===== config.mk =====
export PLATFORM = sky130hd
export DESIGN_NAME = ysyx_22040759_rdaxi_flat
export DESIGN_NICKNAME = d
export VERILOG_FILES = /design/src/rtl/ysyx_22040759_rdaxi_if.sv /design/src/rtl/ysyx_22040759_rdaxi.sv /design/src/flat_wrapper.sv
export SDC_FILE = /design/constraint.sdc
export NUM_CORES = 1
export LEC_CHECK = 0
export ABC_AREA = 1
export CORE_AREA = 2 2 138 140
export DETAILED_ROUTE_END_ITERATION = 7
export DIE_AREA = 0 0 140 142
export DONT_BUFFER_PORTS = 1
export PLACE_DENSITY = 0.66
export SYNTH_ARGS = -nofsm -noshare
export SYNTH_HDL_FRONTEND = slang
export SYNTH_SLANG_ARGS = --single-unit

===== constraint.sdc =====
create_clock -name clk -period 2.4 [get_ports clk]
set_clock_uncertainty 0.1 [all_clocks]
set_input_delay 0.72 -clock clk [delete_from_list [all_inputs] [get_ports clk]]
set_output_delay 0.72 -clock clk [all_outputs]
set_load 0.02 [all_outputs]

===== src/rtl/ysyx_22040759_rdaxi_if.sv =====
// AXI4 read-channel bundle (AR + R) between the read master and a slave.
//   master modport: drives AR payload/valid and R ready; samples AR ready and R payload.
//   slave  modport: the mirror image, used by memory models and interconnect.
interface ysyx_22040759_rdaxi_if #(
    parameter int ADDR_W = 64,
    parameter int DATA_W = 64,
    parameter int ID_W   = 4,
    parameter int USER_W = 1
);
    logic              ar_ready;
    logic              ar_valid;
    logic [ADDR_W-1:0] ar_addr;
    logic [2:0]        ar_prot;
    logic [ID_W-1:0]   ar_id;
    logic [USER_W-1:0] ar_user;
    logic [7:0]        ar_len;
    logic [2:0]        ar_size;
    logic [1:0]        ar_burst;
    logic              ar_lock;
    logic [3:0]        ar_cache;
    logic [3:0]        ar_qos;
    logic              r_ready;
    logic              r_valid;
    logic [1:0]        r_resp;
    logic [DATA_W-1:0] r_data;
    logic              r_last;
    logic [ID_W-1:0]   r_id;
    logic [USER_W-1:0] r_user;

    modport master (
        input  ar_ready,
        output ar_valid, ar_addr, ar_prot, ar_id, ar_user, ar_len, ar_size,
               ar_burst, ar_lock, ar_cache, ar_qos,
        output r_ready,
        input  r_valid, r_resp, r_data, r_last, r_id, r_user
    );

    modport slave (
        output ar_ready,
        input  ar_valid, ar_addr, ar_prot, ar_id, ar_user, ar_len, ar_size,
               ar_burst, ar_lock, ar_cache, ar_qos,
        input  r_ready,
        output r_valid, r_resp, r_data, r_last, r_id, r_user
    );
endinterface


===== src/rtl/ysyx_22040759_rdaxi.sv =====
// Single-outstanding AXI4 read master for the CPU load/fetch path.
// Latches one request (address, size, signedness), issues a single-beat AR,
// extracts the addressed bytes from the last R beat, zero/sign-extends them to
// 64 bits and presents the result with a one-cycle rd_data_valid_o pulse.
// Ports:
//   clk, rst (async, active-low)
//   rd_addr_valid_i/rd_addr_i/rd_size_i/rd_signed_i : load request
//   rd_busy_o, rd_data_valid_o, rd_data_o, rd_resp_err_o : load result
//   axi : AR/R channels (master modport)
// Optional: define AXI_RD_TIMEOUT_EN to add a watchdog that abandons a read
// after RD_TIMEOUT_CYCLES cycles in ADDR/READ and returns data 0 with error.
module ysyx_22040759_rdaxi #(
    parameter int AXI_DATA_WIDTH    = 64,
    parameter int AXI_ADDR_WIDTH    = 64,
    parameter int AXI_ID_WIDTH      = 4,
    parameter int AXI_USER_WIDTH    = 1,
    parameter int RD_TIMEOUT_CYCLES = 255
) (
    input  logic        clk,
    input  logic        rst,
    input  logic        rd_addr_valid_i,
    input  logic [63:0] rd_addr_i,
    input  logic [1:0]  rd_size_i,
    input  logic        rd_signed_i,
    output logic        rd_busy_o,
    output logic        rd_data_valid_o,
    output logic [63:0] rd_data_o,
    output logic        rd_resp_err_o,
    ysyx_22040759_rdaxi_if.master axi
);
    typedef enum logic [1:0] {IDLE, ADDR, READ, DONE} state_t;

    state_t      state, state_n;
    logic [63:0] addr_q;
    logic [1:0]  size_q;
    logic        signed_q;
    logic [63:0] data_q;
    logic        err_q;
    logic        req_take;
    logic        r_last_hs;
    logic        to_hit;

    logic [AXI_DATA_WIDTH-1:0] sh;
    logic [63:0]               ext;

    assign req_take  = (state == IDLE) && rd_addr_valid_i;
    assign r_last_hs = (state == READ) && axi.r_valid && axi.r_last;

`ifdef AXI_RD_TIMEOUT_EN
    localparam int TO_W = ($clog2(RD_TIMEOUT_CYCLES + 1) < 8) ? 8 : $clog2(RD_TIMEOUT_CYCLES + 1);
    logic [TO_W-1:0] to_cnt;

    always_ff @(posedge clk or negedge rst) begin
        if (!rst)
            to_cnt <= '0;
        else if (req_take)
            to_cnt <= '0;
        else if (state == ADDR || state == READ)
            to_cnt <= to_cnt + 1'b1;
    end

    assign to_hit = (state == ADDR || state == READ) && (to_cnt == TO_W'(RD_TIMEOUT_CYCLES));
`else
    assign to_hit = 1'b0;
`endif

    always_ff @(posedge clk or negedge rst) begin
        if (!rst) state <= IDLE;
        else      state <= state_n;
    end

    always_comb begin
        state_n = state;
        case (state)
            IDLE: if (rd_addr_valid_i)                state_n = ADDR;
            ADDR: if (axi.ar_ready)                   state_n = READ;
            READ: if (axi.r_valid && axi.r_last)      state_n = DONE;
            DONE:                                     state_n = IDLE;
            default:                                  state_n = IDLE;
        endcase
        // Watchdog overrides a stuck handshake; the slave is left hanging.
        if (to_hit) state_n = DONE;
    end

    always_ff @(posedge clk or negedge rst) begin
        if (!rst) begin
            addr_q   <= '0;
            size_q   <= '0;
            signed_q <= 1'b0;
        end else if (req_take) begin
            addr_q   <= rd_addr_i;
            size_q   <= rd_size_i;
            signed_q <= rd_signed_i;
        end
    end

    // Shifting the whole beat down leaves zeros above byte 7, which covers
    // misaligned accesses that run off the end of the 8-byte lane group.
    always_comb begin
        sh  = axi.r_data >> {addr_q[2:0], 3'b000};
        ext = sh[63:0];
        case (size_q)
            2'd0: ext = signed_q ? {{56{sh[7]}},  sh[7:0]}  : {56'b0, sh[7:0]};
            2'd1: ext = signed_q ? {{48{sh[15]}}, sh[15:0]} : {48'b0, sh[15:0]};
            2'd2: ext = signed_q ? {{32{sh[31]}}, sh[31:0]} : {32'b0, sh[31:0]};
            default: ext = sh[63:0];
        endcase
    end

    // Only the last beat lands in the result; a real last beat wins over a
    // watchdog expiry in the same cycle.
    always_ff @(posedge clk or negedge rst) begin
        if (!rst) begin
            data_q <= '0;
            err_q  <= 1'b0;
        end else if (r_last_hs) begin
            data_q <= ext;
            err_q  <= (axi.r_resp != 2'b00);
        end else if (to_hit) begin
            data_q <= '0;
            err_q  <= 1'b1;
        end
    end

    assign rd_busy_o       = (state != IDLE);
    assign rd_data_valid_o = (state == DONE);
    assign rd_data_o       = data_q;
    assign rd_resp_err_o   = err_q;

    assign axi.ar_valid = (state == ADDR);
    assign axi.ar_addr  = AXI_ADDR_WIDTH'({addr_q[63:3], 3'b000});
    assign axi.ar_prot  = 3'b000;
    assign axi.ar_id    = {AXI_ID_WIDTH{1'b0}};
    assign axi.ar_user  = {AXI_USER_WIDTH{1'b0}};
    assign axi.ar_len   = 8'd0;
    assign axi.ar_size  = {1'b0, size_q};
    assign axi.ar_burst = 2'b01;
    assign axi.ar_lock  = 1'b0;
    assign axi.ar_cache = 4'b0010;
    assign axi.ar_qos   = 4'd0;
    assign axi.r_ready  = (state == READ);
endmodule

===== src/flat_wrapper.sv =====
// flat-port wrapper written by rule: the top's interface ports become plain ports
module ysyx_22040759_rdaxi_flat 
#(
    parameter int AXI_DATA_WIDTH    = 64,
    parameter int AXI_ADDR_WIDTH    = 64,
    parameter int AXI_ID_WIDTH      = 4,
    parameter int AXI_USER_WIDTH    = 1,
    parameter int RD_TIMEOUT_CYCLES = 255
)
  (clk, rst, rd_addr_valid_i, rd_addr_i, rd_size_i, rd_signed_i, rd_busy_o, rd_data_valid_o, rd_data_o, rd_resp_err_o, axi_ar_ready, axi_ar_valid, axi_ar_addr, axi_ar_prot, axi_ar_id, axi_ar_user, axi_ar_len, axi_ar_size, axi_ar_burst, axi_ar_lock, axi_ar_cache, axi_ar_qos, axi_r_ready, axi_r_valid, axi_r_resp, axi_r_data, axi_r_last, axi_r_id, axi_r_user);
  ysyx_22040759_rdaxi_if axi_i ();
  input  logic clk;
  input  logic rst;
  input  logic rd_addr_valid_i;
  input  logic [63:0] rd_addr_i;
  input  logic [1:0] rd_size_i;
  input  logic rd_signed_i;
  output logic rd_busy_o;
  output logic rd_data_valid_o;
  output logic [63:0] rd_data_o;
  output logic rd_resp_err_o;
  input wire logic [$bits(axi_i.ar_ready)-1:0] axi_ar_ready;
  output wire logic [$bits(axi_i.ar_valid)-1:0] axi_ar_valid;
  output wire logic [$bits(axi_i.ar_addr)-1:0] axi_ar_addr;
  output wire logic [$bits(axi_i.ar_prot)-1:0] axi_ar_prot;
  output wire logic [$bits(axi_i.ar_id)-1:0] axi_ar_id;
  output wire logic [$bits(axi_i.ar_user)-1:0] axi_ar_user;
  output wire logic [$bits(axi_i.ar_len)-1:0] axi_ar_len;
  output wire logic [$bits(axi_i.ar_size)-1:0] axi_ar_size;
  output wire logic [$bits(axi_i.ar_burst)-1:0] axi_ar_burst;
  output wire logic [$bits(axi_i.ar_lock)-1:0] axi_ar_lock;
  output wire logic [$bits(axi_i.ar_cache)-1:0] axi_ar_cache;
  output wire logic [$bits(axi_i.ar_qos)-1:0] axi_ar_qos;
  output wire logic [$bits(axi_i.r_ready)-1:0] axi_r_ready;
  input wire logic [$bits(axi_i.r_valid)-1:0] axi_r_valid;
  input wire logic [$bits(axi_i.r_resp)-1:0] axi_r_resp;
  input wire logic [$bits(axi_i.r_data)-1:0] axi_r_data;
  input wire logic [$bits(axi_i.r_last)-1:0] axi_r_last;
  input wire logic [$bits(axi_i.r_id)-1:0] axi_r_id;
  input wire logic [$bits(axi_i.r_user)-1:0] axi_r_user;
  assign axi_i.ar_ready = axi_ar_ready;
  assign axi_ar_valid = axi_i.ar_valid;
  assign axi_ar_addr = axi_i.ar_addr;
  assign axi_ar_prot = axi_i.ar_prot;
  assign axi_ar_id = axi_i.ar_id;
  assign axi_ar_user = axi_i.ar_user;
  assign axi_ar_len = axi_i.ar_len;
  assign axi_ar_size = axi_i.ar_size;
  assign axi_ar_burst = axi_i.ar_burst;
  assign axi_ar_lock = axi_i.ar_lock;
  assign axi_ar_cache = axi_i.ar_cache;
  assign axi_ar_qos = axi_i.ar_qos;
  assign axi_r_ready = axi_i.r_ready;
  assign axi_i.r_valid = axi_r_valid;
  assign axi_i.r_resp = axi_r_resp;
  assign axi_i.r_data = axi_r_data;
  assign axi_i.r_last = axi_r_last;
  assign axi_i.r_id = axi_r_id;
  assign axi_i.r_user = axi_r_user;
  ysyx_22040759_rdaxi #(.AXI_DATA_WIDTH(AXI_DATA_WIDTH), .AXI_ADDR_WIDTH(AXI_ADDR_WIDTH), .AXI_ID_WIDTH(AXI_ID_WIDTH), .AXI_USER_WIDTH(AXI_USER_WIDTH), .RD_TIMEOUT_CYCLES(RD_TIMEOUT_CYCLES)) u_core (.clk(clk), .rst(rst), .rd_addr_valid_i(rd_addr_valid_i), .rd_addr_i(rd_addr_i), .rd_size_i(rd_size_i), .rd_signed_i(rd_signed_i), .rd_busy_o(rd_busy_o), .rd_data_valid_o(rd_data_valid_o), .rd_data_o(rd_data_o), .rd_resp_err_o(rd_resp_err_o), .axi(axi_i));
endmodule

==> results of run 1 <==
## registers in the layout, summed over array words and instances (netlist names)
signal,flops
u_core.rd_resp_err_o,1
u_core.rd_data_o,64
u_core.state,2
u_core.size_q,2
u_core.addr_q,64
u_core.signed_q,1
## routing by layer
layer	global-route usage [%]	vias up
met2	33.2	326
met5	0	-
li1	-	2987
met4	5.10	0
met3	9.15	20
met1	27.7	2830
## where the power goes
group	internal (mW)	switching (mW)	leakage, nW	total, mW
registers	3.40	2.34	1.57	5.74
logic	2.01	2.84	2.20	4.84
clock network	1.86	0.964	0.308	2.83
## final timing paths
| check | depth (start not counted) | slack [ns] | to |
|---|---|---|---|
| worst max register to register | 8 | 0.33 | u_core.rd_data_o[35]$_DFFE_PN0P_ |
| min in group clk | 1 | 0.36 | u_core.addr_q[58]$_DFFE_PN0P_ |
| max in group asynchronous | 0 | 2.05 | u_core.addr_q[20]$_DFFE_PN0P_ |
| worst min-delay path | 0 | -0.09 | u_core.rd_data_o[5]$_DFFE_PN0P_ |
| worst max-delay path | 3 | 0.28 | rd_busy_o |
| worst min register to register | 2 | 0.45 | u_core.signed_q$_DFFE_PN0P_ |
## placed cells by master, fill, tap and decap left out
cell type	Yosys	final
sky130_fd_sc_hd__bufinv_16	0	5
sky130_fd_sc_hd__inv_1	60	60
sky130_fd_sc_hd__and2_1	2	2
sky130_fd_sc_hd__nand2_2	2	2
sky130_fd_sc_hd__o21ai_0	50	50
sky130_fd_sc_hd__inv_2	4	4
sky130_fd_sc_hd__nand3_1	75	75
sky130_fd_sc_hd__nand3_2	2	2
sky130_fd_sc_hd__clkinv_4	0	2
sky130_fd_sc_hd__o21ai_1	8	8
sky130_fd_sc_hd__conb_1	2	31
sky130_fd_sc_hd__dfrtp_1	134	134
sky130_fd_sc_hd__nor3_4	0	1
sky130_fd_sc_hd__clkbuf_16	0	17
sky130_fd_sc_hd__o21a_1	6	6
sky130_fd_sc_hd__buf_4	100	12
sky130_fd_sc_hd__o211ai_1	10	10
sky130_fd_sc_hd__or2_2	44	44
sky130_fd_sc_hd__clkinvlp_4	0	3
sky130_fd_sc_hd__nand2_1	297	296
sky130_fd_sc_hd__buf_12	0	6
sky130_fd_sc_hd__inv_4	1	1
sky130_fd_sc_hd__clkbuf_8	0	1
sky130_fd_sc_hd__nor2_1	106	106
sky130_fd_sc_hd__clkinv_2	0	3
sky130_fd_sc_hd__nand2_4	0	1
sky130_fd_sc_hd__a21oi_1	20	20
sky130_fd_sc_hd__ha_1	5	5
sky130_fd_sc_hd__mux2_2	62	62
sky130_fd_sc_hd__or2_1	1	1
## per-stage QoR
step                      total power [mW]  setup slack, ns
after floorplan                       10.1            0.390
after global placement                10.5            0.387
after detailed placement              10.6            0.384
after CTS                             13.5            0.251
after global routing                  14.4            0.138
final                                 13.4            0.285
## cell usage after synthesis
cell type	n
sky130_fd_sc_hd__nand3_1	75
sky130_fd_sc_hd__mux2_2	62
sky130_fd_sc_hd__inv_1	60
sky130_fd_sc_hd__o21ai_0	50
sky130_fd_sc_hd__nor3_2	1
sky130_fd_sc_hd__nand2_1	297
sky130_fd_sc_hd__and2_1	2
sky130_fd_sc_hd__nand3_2	2
sky130_fd_sc_hd__nand2_2	2
sky130_fd_sc_hd__buf_4	100
sky130_fd_sc_hd__buf_1	3
sky130_fd_sc_hd__o211ai_1	10
sky130_fd_sc_hd__o21a_1	6
sky130_fd_sc_hd__nor2_1	106
sky130_fd_sc_hd__inv_2	4
sky130_fd_sc_hd__ha_1	5
sky130_fd_sc_hd__dfrtp_1	134
sky130_fd_sc_hd__conb_1	2
sky130_fd_sc_hd__buf_6	3
sky130_fd_sc_hd__or2_2	44
sky130_fd_sc_hd__o21ai_1	8
sky130_fd_sc_hd__buf_2	23
sky130_fd_sc_hd__inv_4	1
sky130_fd_sc_hd__clkbuf_1	22
sky130_fd_sc_hd__or2_1	1
sky130_fd_sc_hd__a21oi_1	20
## cell families after synthesis
| logic type | after synthesis | share of synthesized area (%) |
|---|---|---|
| other | 2 | 0.0928 |
| muxes | 62 | 8.62 |
| DFF | 134 | 41.4 |
| buffers and inverters | 216 | 15.3 |
| and+or+nand+nor | 530 | 27.5 |
| AOI/OAI and AO/OA | 94 | 6.31 |
| adders and majority gates | 5 | 0.773 |
## cell type report
| type | instances | area (µm²) |
|---|---|---|
| Clock buffer | 18 | 439 |
| Clock inverter | 13 | 205 |
| Fill cell | 1843 | 10100 |
| Inverter | 65 | 246 |
| Multi-Input combinational cell | 722 | 3630 |
| Sequential cell | 134 | 3350 |
| Tap cell | 234 | 293 |
| Timing Repair Buffer | 18 | 210 |
==> impl_metrics.xml, run 1 <==
<?xml version="1.0" encoding="UTF-8"?>
<metrics>
  <group name="run_status">
    <metric name="outcome" unit="">finished, violations left</metric>
    <metric name="failed_checks" unit="">DRC, hold timing</metric>
  </group>
  <group name="global_route">
    <metric name="first_global_vias" unit="">5698</metric>
    <metric name="number_of_antenna_violations_at_the_first_check_in_global_routing" unit="">0</metric>
    <metric name="maximum_number_of_pins_on_one_net_before_global_route_repair" unit="">135</metric>
    <metric name="grt_usage" unit="%">21.3</metric>
    <metric name="overflow" unit="">0</metric>
    <metric name="grt_first_pass_wirelength" unit="µm">33000</metric>
  </group>
  <group name="floorplan">
    <metric name="row_count" unit="">50</metric>
    <metric name="ios" unit="">307</metric>
    <metric name="core_area" unit="µm²">18500</metric>
    <metric name="fp.dieW" unit="µm">140</metric>
    <metric name="dieArea" unit="µm²">19900</metric>
    <metric name="starting_density_of_the_core" unit="%">43.9</metric>
    <metric name="dieHeight" unit="µm">142</metric>
  </group>
  <group name="timing">
    <metric name="max_freq" unit="MHz">473</metric>
    <metric name="final.setup.tns" unit="ns">0</metric>
    <metric name="min_period_over_period" unit="%">88.1</metric>
    <metric name="report.final.slew_viol_count" unit="">0</metric>
    <metric name="finalHoldWorstSlack" unit="ns">-0.0944</metric>
    <metric name="final_hold_viol_count" unit="">134</metric>
    <metric name="timing.final.crit_period" unit="ns">2.12</metric>
    <metric name="rsz_0062_raised_after_global_routing" unit="">false</metric>
    <metric name="timing.final.setup_violations" unit="">0</metric>
  </group>
  <group name="hold_path">
    <metric name="hp-class" unit="">in -&gt; async</metric>
  </group>
  <group name="clock_network">
    <metric name="htreeDepth" unit="">4</metric>
    <metric name="clk_pin_slew_worst_paths" unit="ns">0.06</metric>
    <metric name="clock-sinks" unit="">134</metric>
    <metric name="clk-insertion-delay-late" unit="ns">0.41</metric>
    <metric name="maximum_buffer_depth_of_the_clock_tree" unit="">2</metric>
    <metric name="ctsRootBufferMaster" unit="">sky130_fd_sc_hd__clkbuf_16</metric>
    <metric name="post_cts_setup_buffer_count" unit="">0</metric>
    <metric name="cts_tree" unit="">done</metric>
    <metric name="cts_resized" unit="">0</metric>
    <metric name="number_of_cts_inserted_buffers" unit="">17</metric>
  </group>
  <group name="setup_path">
    <metric name="critical_path.slowest_cell" unit="">sky130_fd_sc_hd__dfrtp_1</metric>
    <metric name="crit_fanout" unit="">4</metric>
    <metric name="cpMostUsedCell" unit="">sky130_fd_sc_hd__inv_1</metric>
    <metric name="critical_path.max_stage_delay" unit="ns">0.37</metric>
    <metric name="crit_family" unit="">flip-flops</metric>
    <metric name="critical_path_arrival" unit="ns">1.30</metric>
    <metric name="critical_path.reg2reg.startpoint" unit="">u_core.addr_q[0]$_DFFE_PN0P_</metric>
    <metric name="crit_start" unit="">u_core.state[0]$_DFFE_PN0P_</metric>
    <metric name="worstSetupEndpointType" unit="">output pin</metric>
    <metric name="timing.setup.critical_path_class" unit="">reg -&gt; out</metric>
    <metric name="cp_cell_sequence" unit="">inv_1 -&gt; ha_1 -&gt; inv_1</metric>
    <metric name="setup.worst_path.start_class" unit="">register</metric>
    <metric name="crit_buf_inv" unit="">2</metric>
    <metric name="cp_data_required_time" unit="ns">1.58</metric>
  </group>
  <group name="power_and_ir_drop">
    <metric name="powerDensity" unit="nW/µm²">1600</metric>
    <metric name="power.static_leakage" unit="nW">4.08</metric>
    <metric name="vdd_ir_drop_max" unit="mV">0.723</metric>
  </group>
  <group name="finish">
    <metric name="post_route_cells_drive_above_1_share" unit="%">17.1</metric>
    <metric name="finish.utilization" unit="%">45.4</metric>
    <metric name="layout-area-overhead-vs-synth" unit="%">3.42</metric>
    <metric name="final_cell_count_no_fill" unit="">1204</metric>
    <metric name="nNetsFinal" unit="">1107</metric>
    <metric name="postLayoutCellArea" unit="µm²">8370</metric>
    <metric name="antenna-diode-count" unit="">0</metric>
  </group>
  <group name="place">
    <metric name="buffer_ports.inserted" unit="">0</metric>
    <metric name="dp_cells" unit="">1173</metric>
    <metric name="place_hpwl" unit="µm">16200</metric>
    <metric name="rd_place_congestion" unit="">0.902</metric>
    <metric name="placed_cell_area" unit="µm²">7730</metric>
  </group>
  <group name="detailed_routing">
    <metric name="maxUsedRoutingLayer" unit="">met4</metric>
    <metric name="vias" unit="">6163</metric>
    <metric name="route.detailed.wl_per_inst" unit="µm">17.9</metric>
    <metric name="routed-wl-met2" unit="µm">10000</metric>
    <metric name="firstDrtPassIters" unit="">8</metric>
    <metric name="detail_routed_via_count_per_cell" unit="">5.12</metric>
    <metric name="met1_wire_length" unit="µm">8530</metric>
    <metric name="remaining_drc_errors" unit="">25</metric>
    <metric name="drt.antenna.violating_nets" unit="">0</metric>
    <metric name="dr.first_iter.drc_count" unit="">535</metric>
    <metric name="dr_wl_met3" unit="µm">2730</metric>
    <metric name="drt-total-wl" unit="µm">21500</metric>
  </group>
  <group name="flow_run">
    <metric name="cap_viol_max_count" unit="">0</metric>
  </group>
  <group name="synthesis">
    <metric name="ys_top_cells_by_area" unit="">sky130_fd_sc_hd__dfrtp_1 41%, sky130_fd_sc_hd__nand2_1 14%, sky130_fd_sc_hd__buf_4 9.3%</metric>
    <metric name="netlist_instances" unit="">1043</metric>
    <metric name="netlist.area_leader.share" unit="%">41.4</metric>
    <metric name="yosys_warnings" unit="">0</metric>
    <metric name="synth_cell_types" unit="">26</metric>
    <metric name="synth_area" unit="µm²">8100</metric>
    <metric name="synth_seq_cells" unit="">134</metric>
    <metric name="synth.avg_cell_area" unit="µm²">7.76</metric>
    <metric name="synth_sequential_area_ratio" unit="%">41.4</metric>
    <metric name="netlist.top_cell.by_area" unit="">sky130_fd_sc_hd__dfrtp_1</metric>
  </group>
</metrics>
(Power assumes the default switching activity.)
==> run 2, diff against run 1 <==
--- a/config.mk
+++ b/config.mk
@@ -10,6 +10,7 @@
 export DETAILED_ROUTE_END_ITERATION = 7
 export DIE_AREA = 0 0 140 142
 export DONT_BUFFER_PORTS = 1
+export MAX_ROUTING_LAYER = met4
 export PLACE_DENSITY = 0.66
 export SYNTH_ARGS = -nofsm -noshare
 export SYNTH_HDL_FRONTEND = slang
==> impl_metrics.xml, run 2 (synthesis results as in run 1) <==
<?xml version="1.0" encoding="UTF-8"?>
<metrics>
  <group name="flow_run">
    <metric name="cap_viol_max_count" unit="">0</metric>
  </group>
  <group name="run_status">
    <metric name="failed_checks" unit="">DRC, hold timing</metric>
    <metric name="outcome" unit="">finished, violations left</metric>
  </group>
  <group name="global_route">
    <metric name="number_of_antenna_violations_at_the_first_check_in_global_routing" unit="">0</metric>
    <metric name="overflow" unit="">0</metric>
    <metric name="grt_first_pass_wirelength" unit="µm">32500</metric>
    <metric name="maximum_number_of_pins_on_one_net_before_global_route_repair" unit="">135</metric>
    <metric name="first_global_vias" unit="">5721</metric>
    <metric name="grt_usage" unit="%">21.9</metric>
  </group>
  <group name="hold_path">
    <metric name="hp-class" unit="">in -&gt; async</metric>
  </group>
  <group name="place">
    <metric name="place_hpwl" unit="µm">16400</metric>
    <metric name="buffer_ports.inserted" unit="">0</metric>
    <metric name="rd_place_congestion" unit="">0.933</metric>
  </group>
  <group name="setup_path">
    <metric name="crit_start" unit="">u_core.state[0]$_DFFE_PN0P_</metric>
    <metric name="cp_data_required_time" unit="ns">1.58</metric>
    <metric name="critical_path_arrival" unit="ns">1.31</metric>
    <metric name="worst_setup_path_endpoint" unit="">rd_busy_o</metric>
    <metric name="ff2ff_path_depth" unit="">6</metric>
    <metric name="timing.setup.critical_path_class" unit="">reg -&gt; out</metric>
    <metric name="crit_fanout" unit="">4</metric>
    <metric name="rrSetupSlack" unit="ns">0.33</metric>
    <metric name="worstSetupEndpointType" unit="">output pin</metric>
    <metric name="crit-reg2reg-capture" unit="">u_core.rd_data_o[43]$_DFFE_PN0P_</metric>
    <metric name="setup.worst_path.start_class" unit="">register</metric>
    <metric name="critical_path.reg2reg.startpoint" unit="">u_core.size_q[1]$_DFFE_PN0P_</metric>
  </group>
  <group name="floorplan">
    <metric name="starting_density_of_the_core" unit="%">43.9</metric>
    <metric name="row_count" unit="">50</metric>
    <metric name="dieHeight" unit="µm">142</metric>
    <metric name="ios" unit="">307</metric>
    <metric name="core_area" unit="µm²">18500</metric>
    <metric name="dieArea" unit="µm²">19900</metric>
    <metric name="fp.dieW" unit="µm">140</metric>
  </group>
  <group name="timing">
    <metric name="max_freq" unit="MHz">469</metric>
    <metric name="final_hold_viol_count" unit="">134</metric>
    <metric name="rsz_0062_raised_after_global_routing" unit="">false</metric>
    <metric name="timing.final.crit_period" unit="ns">2.13</metric>
    <metric name="timing.final.setup_violations" unit="">0</metric>
    <metric name="min_period_over_period" unit="%">88.8</metric>
    <metric name="final.setup.tns" unit="ns">0</metric>
    <metric name="finalHoldWorstSlack" unit="ns">-0.112</metric>
    <metric name="report.final.slew_viol_count" unit="">0</metric>
  </group>
  <group name="clock_network">
    <metric name="post_cts_setup_buffer_count" unit="">0</metric>
    <metric name="cts_tree" unit="">done</metric>
    <metric name="htreeDepth" unit="">4</metric>
    <metric name="clk-insertion-delay-late" unit="ns">0.42</metric>
    <metric name="number_of_cts_inserted_buffers" unit="">17</metric>
    <metric name="maximum_buffer_depth_of_the_clock_tree" unit="">2</metric>
    <metric name="clk_pin_slew_worst_paths" unit="ns">0.07</metric>
    <metric name="cts_resized" unit="">0</metric>
    <metric name="clock-sinks" unit="">134</metric>
    <metric name="ctsRootBufferMaster" unit="">sky130_fd_sc_hd__clkbuf_16</metric>
  </group>
  <group name="detailed_routing">
    <metric name="drt.antenna.violating_nets" unit="">0</metric>
    <metric name="dr.first_iter.drc_count" unit="">511</metric>
    <metric name="route.detailed.wl_per_inst" unit="µm">17.8</metric>
    <metric name="vias" unit="">6213</metric>
    <metric name="remaining_drc_errors" unit="">25</metric>
    <metric name="drt-total-wl" unit="µm">21500</metric>
    <metric name="firstDrtPassIters" unit="">7</metric>
    <metric name="detail_routed_via_count_per_cell" unit="">5.13</metric>
  </group>
  <group name="power_and_ir_drop">
    <metric name="finalPower" unit="mW">13.2</metric>
    <metric name="power.static_leakage" unit="nW">4.08</metric>
    <metric name="powerDensity" unit="nW/µm²">1580</metric>
    <metric name="vdd_ir_drop_max" unit="mV">0.658</metric>
  </group>
  <group name="finish">
    <metric name="antenna-diode-count" unit="">0</metric>
    <metric name="multiInputGateArea" unit="µm²">3630</metric>
    <metric name="post_route_cells_drive_above_1_share" unit="%">17.5</metric>
    <metric name="fillers" unit="">1862</metric>
    <metric name="layout-area-overhead-vs-synth" unit="%">3.23</metric>
    <metric name="layout_common_cells" unit="">296 x sky130_fd_sc_hd__nand2_1, 134 x sky130_fd_sc_hd__dfrtp_1, 106 x sky130_fd_sc_hd__nor2_1</metric>
    <metric name="final_common_cell" unit="">sky130_fd_sc_hd__nand2_1</metric>
    <metric name="nNetsFinal" unit="">1112</metric>
    <metric name="layout.area.seq" unit="µm²">3350</metric>
  </group>
</metrics>
## run 2: how the worst min path moves through the flow
stage,from,to
5_1_grt,rst,u_core.rd_data_o[4]$_DFFE_PN0P_
4_1_cts,rst,u_core.rd_data_o[6]$_DFFE_PN0P_
3_3_place_gp,rst,u_core.rd_data_o[6]$_DFFE_PN0P_
6_report,rst,u_core.rd_data_o[6]$_DFFE_PN0P_
3_5_place_dp,rst,u_core.rd_data_o[6]$_DFFE_PN0P_
2_1_floorplan,rst,u_core.addr_q[0]$_DFFE_PN0P_
## run 2: critical path: stages, from the launching register on
cell                      delay (ns)
sky130_fd_sc_hd__dfrtp_1        0.37
sky130_fd_sc_hd__inv_1          0.09
sky130_fd_sc_hd__ha_1           0.24
sky130_fd_sc_hd__inv_1          0.19
## run 2: layout make-up
class	instances	area share [%]
multi-input combinational	722	43.4
inverter	65	2.95
sequential	134	40.1
clock buffer	18	5.13
clock inverter	14	2.10
timing repair buffer	23	2.81
tap	234	3.50
## run 2: per-stage QoR
step                worst slack, ns  cells  utilization [%]  hold WS [ns]  area, µm²
floorplan                     0.390   1072                -         0.324       8210
global placement              0.399   1178             42.0         0.327       7750
detailed placement            0.357   1178             42.0         0.326       7750
CTS                           0.246   1210             45.3        -0.133       8360
global route                  0.149   1210             45.3        -0.135       8360
finish                        0.269   1210             45.3        -0.112       8360
## run 2: routing by layer
metal  share of wire, %  vias to the layer above  GRT usage, %
met5                  0                        -             -
met4                1.0                        0          5.42
met3                 12                       13          8.34
met2                 46                      293          33.7
met1                 41                     2895          27.3
li1                   -                     3012             -
## run 2: where the power goes
group	internal [mW]	switching (mW)	leakage [nW]
Combinational	2.01	2.83	2.22
Sequential	3.40	2.34	1.57
Clock	1.64	1.01	0.287
==> run 3, diff against run 2 <==
--- a/config.mk
+++ b/config.mk
@@ -6,12 +6,12 @@
 export NUM_CORES = 1
 export LEC_CHECK = 0
 export ABC_AREA = 1
-export CORE_AREA = 2 2 138 140
+export CORE_AREA = 2 2 168 170
 export DETAILED_ROUTE_END_ITERATION = 7
-export DIE_AREA = 0 0 140 142
+export DIE_AREA = 0 0 170 172
 export DONT_BUFFER_PORTS = 1
 export MAX_ROUTING_LAYER = met4
-export PLACE_DENSITY = 0.66
+export PLACE_DENSITY = 0.5
 export SYNTH_ARGS = -nofsm -noshare
 export SYNTH_HDL_FRONTEND = slang
 export SYNTH_SLANG_ARGS = --single-unit
==> impl_metrics.xml, run 3 (synthesis results as in run 1) <==
<?xml version="1.0" encoding="UTF-8"?>
<metrics>
  <group name="run_status">
    <metric name="outcome" unit="">finished, violations left</metric>
    <metric name="failed_checks" unit="">hold timing</metric>
  </group>
  <group name="floorplan">
    <metric name="dieHeight" unit="µm">172</metric>
    <metric name="dieArea" unit="µm²">29200</metric>
    <metric name="starting_density_of_the_core" unit="%">29.5</metric>
    <metric name="ios" unit="">307</metric>
    <metric name="fp.dieW" unit="µm">170</metric>
    <metric name="row_count" unit="">61</metric>
    <metric name="core_area" unit="µm²">27500</metric>
  </group>
  <group name="global_route">
    <metric name="grt_usage" unit="%">16.5</metric>
    <metric name="grt_use_met1" unit="%">20.7</metric>
    <metric name="grt_first_pass_wirelength" unit="µm">35300</metric>
    <metric name="met2_usage" unit="%">24.5</metric>
    <metric name="grt_most_used_layer" unit="">met2</metric>
    <metric name="number_of_antenna_violations_at_the_first_check_in_global_routing" unit="">0</metric>
    <metric name="grt.met3_usage" unit="%">6.82</metric>
    <metric name="first_global_vias" unit="">5782</metric>
    <metric name="overflow" unit="">0</metric>
    <metric name="maximum_number_of_pins_on_one_net_before_global_route_repair" unit="">135</metric>
  </group>
  <group name="timing">
    <metric name="final_hold_viol_count" unit="">134</metric>
    <metric name="min_period_over_period" unit="%">90.0</metric>
    <metric name="timing.final.ws_setup" unit="ns">0.240</metric>
    <metric name="rsz_0062_raised_after_global_routing" unit="">false</metric>
    <metric name="report.final.slew_viol_count" unit="">0</metric>
    <metric name="timing.final.setup_violations" unit="">0</metric>
    <metric name="max_freq" unit="MHz">463</metric>
    <metric name="timing.final.crit_period" unit="ns">2.16</metric>
    <metric name="finalHoldWorstSlack" unit="ns">-0.114</metric>
    <metric name="final.setup.tns" unit="ns">0</metric>
  </group>
  <group name="detailed_routing">
    <metric name="drt.antenna.violating_nets" unit="">0</metric>
    <metric name="firstDrtPassIters" unit="">5</metric>
    <metric name="remaining_drc_errors" unit="">0</metric>
    <metric name="route.detailed.wl_per_inst" unit="µm">18.2</metric>
    <metric name="drt-total-wl" unit="µm">23900</metric>
    <metric name="vias" unit="">6235</metric>
    <metric name="detail_routed_via_count_per_cell" unit="">4.73</metric>
    <metric name="dr.first_iter.drc_count" unit="">423</metric>
  </group>
  <group name="setup_path">
    <metric name="crit_fanout" unit="">4</metric>
    <metric name="setup.worst_path.start_class" unit="">register</metric>
    <metric name="cp_data_required_time" unit="ns">1.58</metric>
    <metric name="timing.setup.critical_path_class" unit="">reg -&gt; out</metric>
    <metric name="critical_path_arrival" unit="ns">1.34</metric>
    <metric name="worstSetupEndpointType" unit="">output pin</metric>
  </group>
  <group name="power_and_ir_drop">
    <metric name="power.static_leakage" unit="nW">4.06</metric>
    <metric name="powerDensity" unit="nW/µm²">1580</metric>
    <metric name="finalPower" unit="mW">13.4</metric>
    <metric name="vdd_ir_drop_max" unit="mV">0.469</metric>
  </group>
  <group name="finish">
    <metric name="final_common_cell" unit="">sky130_fd_sc_hd__nand2_1</metric>
    <metric name="nNetsFinal" unit="">1107</metric>
    <metric name="layout_common_cells" unit="">296 x sky130_fd_sc_hd__nand2_1, 133 x sky130_fd_sc_hd__dfrtp_1, 106 x sky130_fd_sc_hd__nor2_1</metric>
    <metric name="finish.utilization" unit="%">30.8</metric>
    <metric name="post_route_cells_drive_above_1_share" unit="%">17.3</metric>
    <metric name="postLayoutCellArea" unit="µm²">8460</metric>
    <metric name="layout-area-overhead-vs-synth" unit="%">4.44</metric>
    <metric name="fillers" unit="">2888</metric>
    <metric name="antenna-diode-count" unit="">0</metric>
  </group>
  <group name="place">
    <metric name="rd_place_congestion" unit="">0.813</metric>
    <metric name="place_hpwl" unit="µm">17500</metric>
    <metric name="placed_cell_area" unit="µm²">7870</metric>
    <metric name="place_ws" unit="ns">0.292</metric>
    <metric name="buffer_ports.inserted" unit="">0</metric>
  </group>
  <group name="hold_path">
    <metric name="hp-class" unit="">in -&gt; async</metric>
  </group>
  <group name="flow_run">
    <metric name="cap_viol_max_count" unit="">0</metric>
  </group>
  <group name="clock_network">
    <metric name="cts_tree" unit="">done</metric>
    <metric name="clk_pin_slew_worst_paths" unit="ns">0.07</metric>
    <metric name="ctsRootBufferMaster" unit="">sky130_fd_sc_hd__clkbuf_16</metric>
    <metric name="clock-sinks" unit="">134</metric>
    <metric name="number_of_cts_inserted_buffers" unit="">17</metric>
    <metric name="clk-insertion-delay-late" unit="ns">0.42</metric>
    <metric name="maximum_buffer_depth_of_the_clock_tree" unit="">2</metric>
    <metric name="htreeDepth" unit="">4</metric>
  </group>
</metrics>
run 3: worst paths after layout:
path / depth (start not counted) / end / start / slack, ns
worst max-delay path: 3 / rd_busy_o / u_core.state[1]$_DFFE_PN0P_ / 0.24
worst min-delay path: 0 / u_core.rd_data_o[5]$_DFFE_PN0P_ / rst / -0.11
worst max register to register: 8 / u_core.rd_data_o[50]$_DFFE_PN0P_ / u_core.state[0]$_DFFE_PN0P_ / 0.32
worst min register to register: 2 / u_core.signed_q$_DFFE_PN0P_ / u_core.signed_q$_DFFE_PN0P_ / 0.46
max in group asynchronous: 0 / u_core.addr_q[0]$_DFFE_PN0P_ / rst / 2.01
min in group clk: 1 / u_core.addr_q[29]$_DFFE_PN0P_ / rd_addr_i[29] / 0.34
run 3: routing by layer:
layer / wire [µm] / vias to the layer above
met2: 10800 / 297
met1: 10100 / 2919
met4: 341 / 0
met5: 0 / -
met3: 2770 / 20
li1: - / 2999
run 3: critical path, cell delays in order (launching register included):
cell                      delay [ns]
sky130_fd_sc_hd__dfrtp_1        0.38
sky130_fd_sc_hd__inv_1          0.10
sky130_fd_sc_hd__ha_1           0.22
sky130_fd_sc_hd__inv_1          0.23
run 3: cell type report:
| type | instances | area (µm²) | share of cell area, % |
|---|---|---|---|
| Sequential cell | 134 | 3350 | 39.7 |
| Tap cell | 346 | 433 | 5.12 |
| Multi-Input combinational cell | 722 | 3620 | 42.8 |
| Timing Repair Buffer | 18 | 210 | 2.49 |
| Inverter | 65 | 246 | 2.92 |
| Clock inverter | 14 | 151 | 1.79 |
| Clock buffer | 18 | 439 | 5.19 |
run 3: through the flow:
stage                     hold slack, ns  std cells
after global placement             0.331       1285
after detailed placement           0.327       1285
after CTS                         -0.142       1317
final                             -0.114       1317
after global routing              -0.148       1317
after floorplan                    0.324       1072
run 3: power by group:
part / leakage, nW / internal, mW / switching, mW / total [mW]
Combinational: 2.20 / 2.00 / 2.91 / 4.91
Sequential: 1.57 / 3.40 / 2.39 / 5.79
Clock: 0.287 / 1.51 / 1.16 / 2.67
run 3: what timing repair did:
item | in CTS | in global routing
gates resized for setup | 0 | 0
buffers inserted | 0 | 0
hold endpoints to repair | 134 | 134
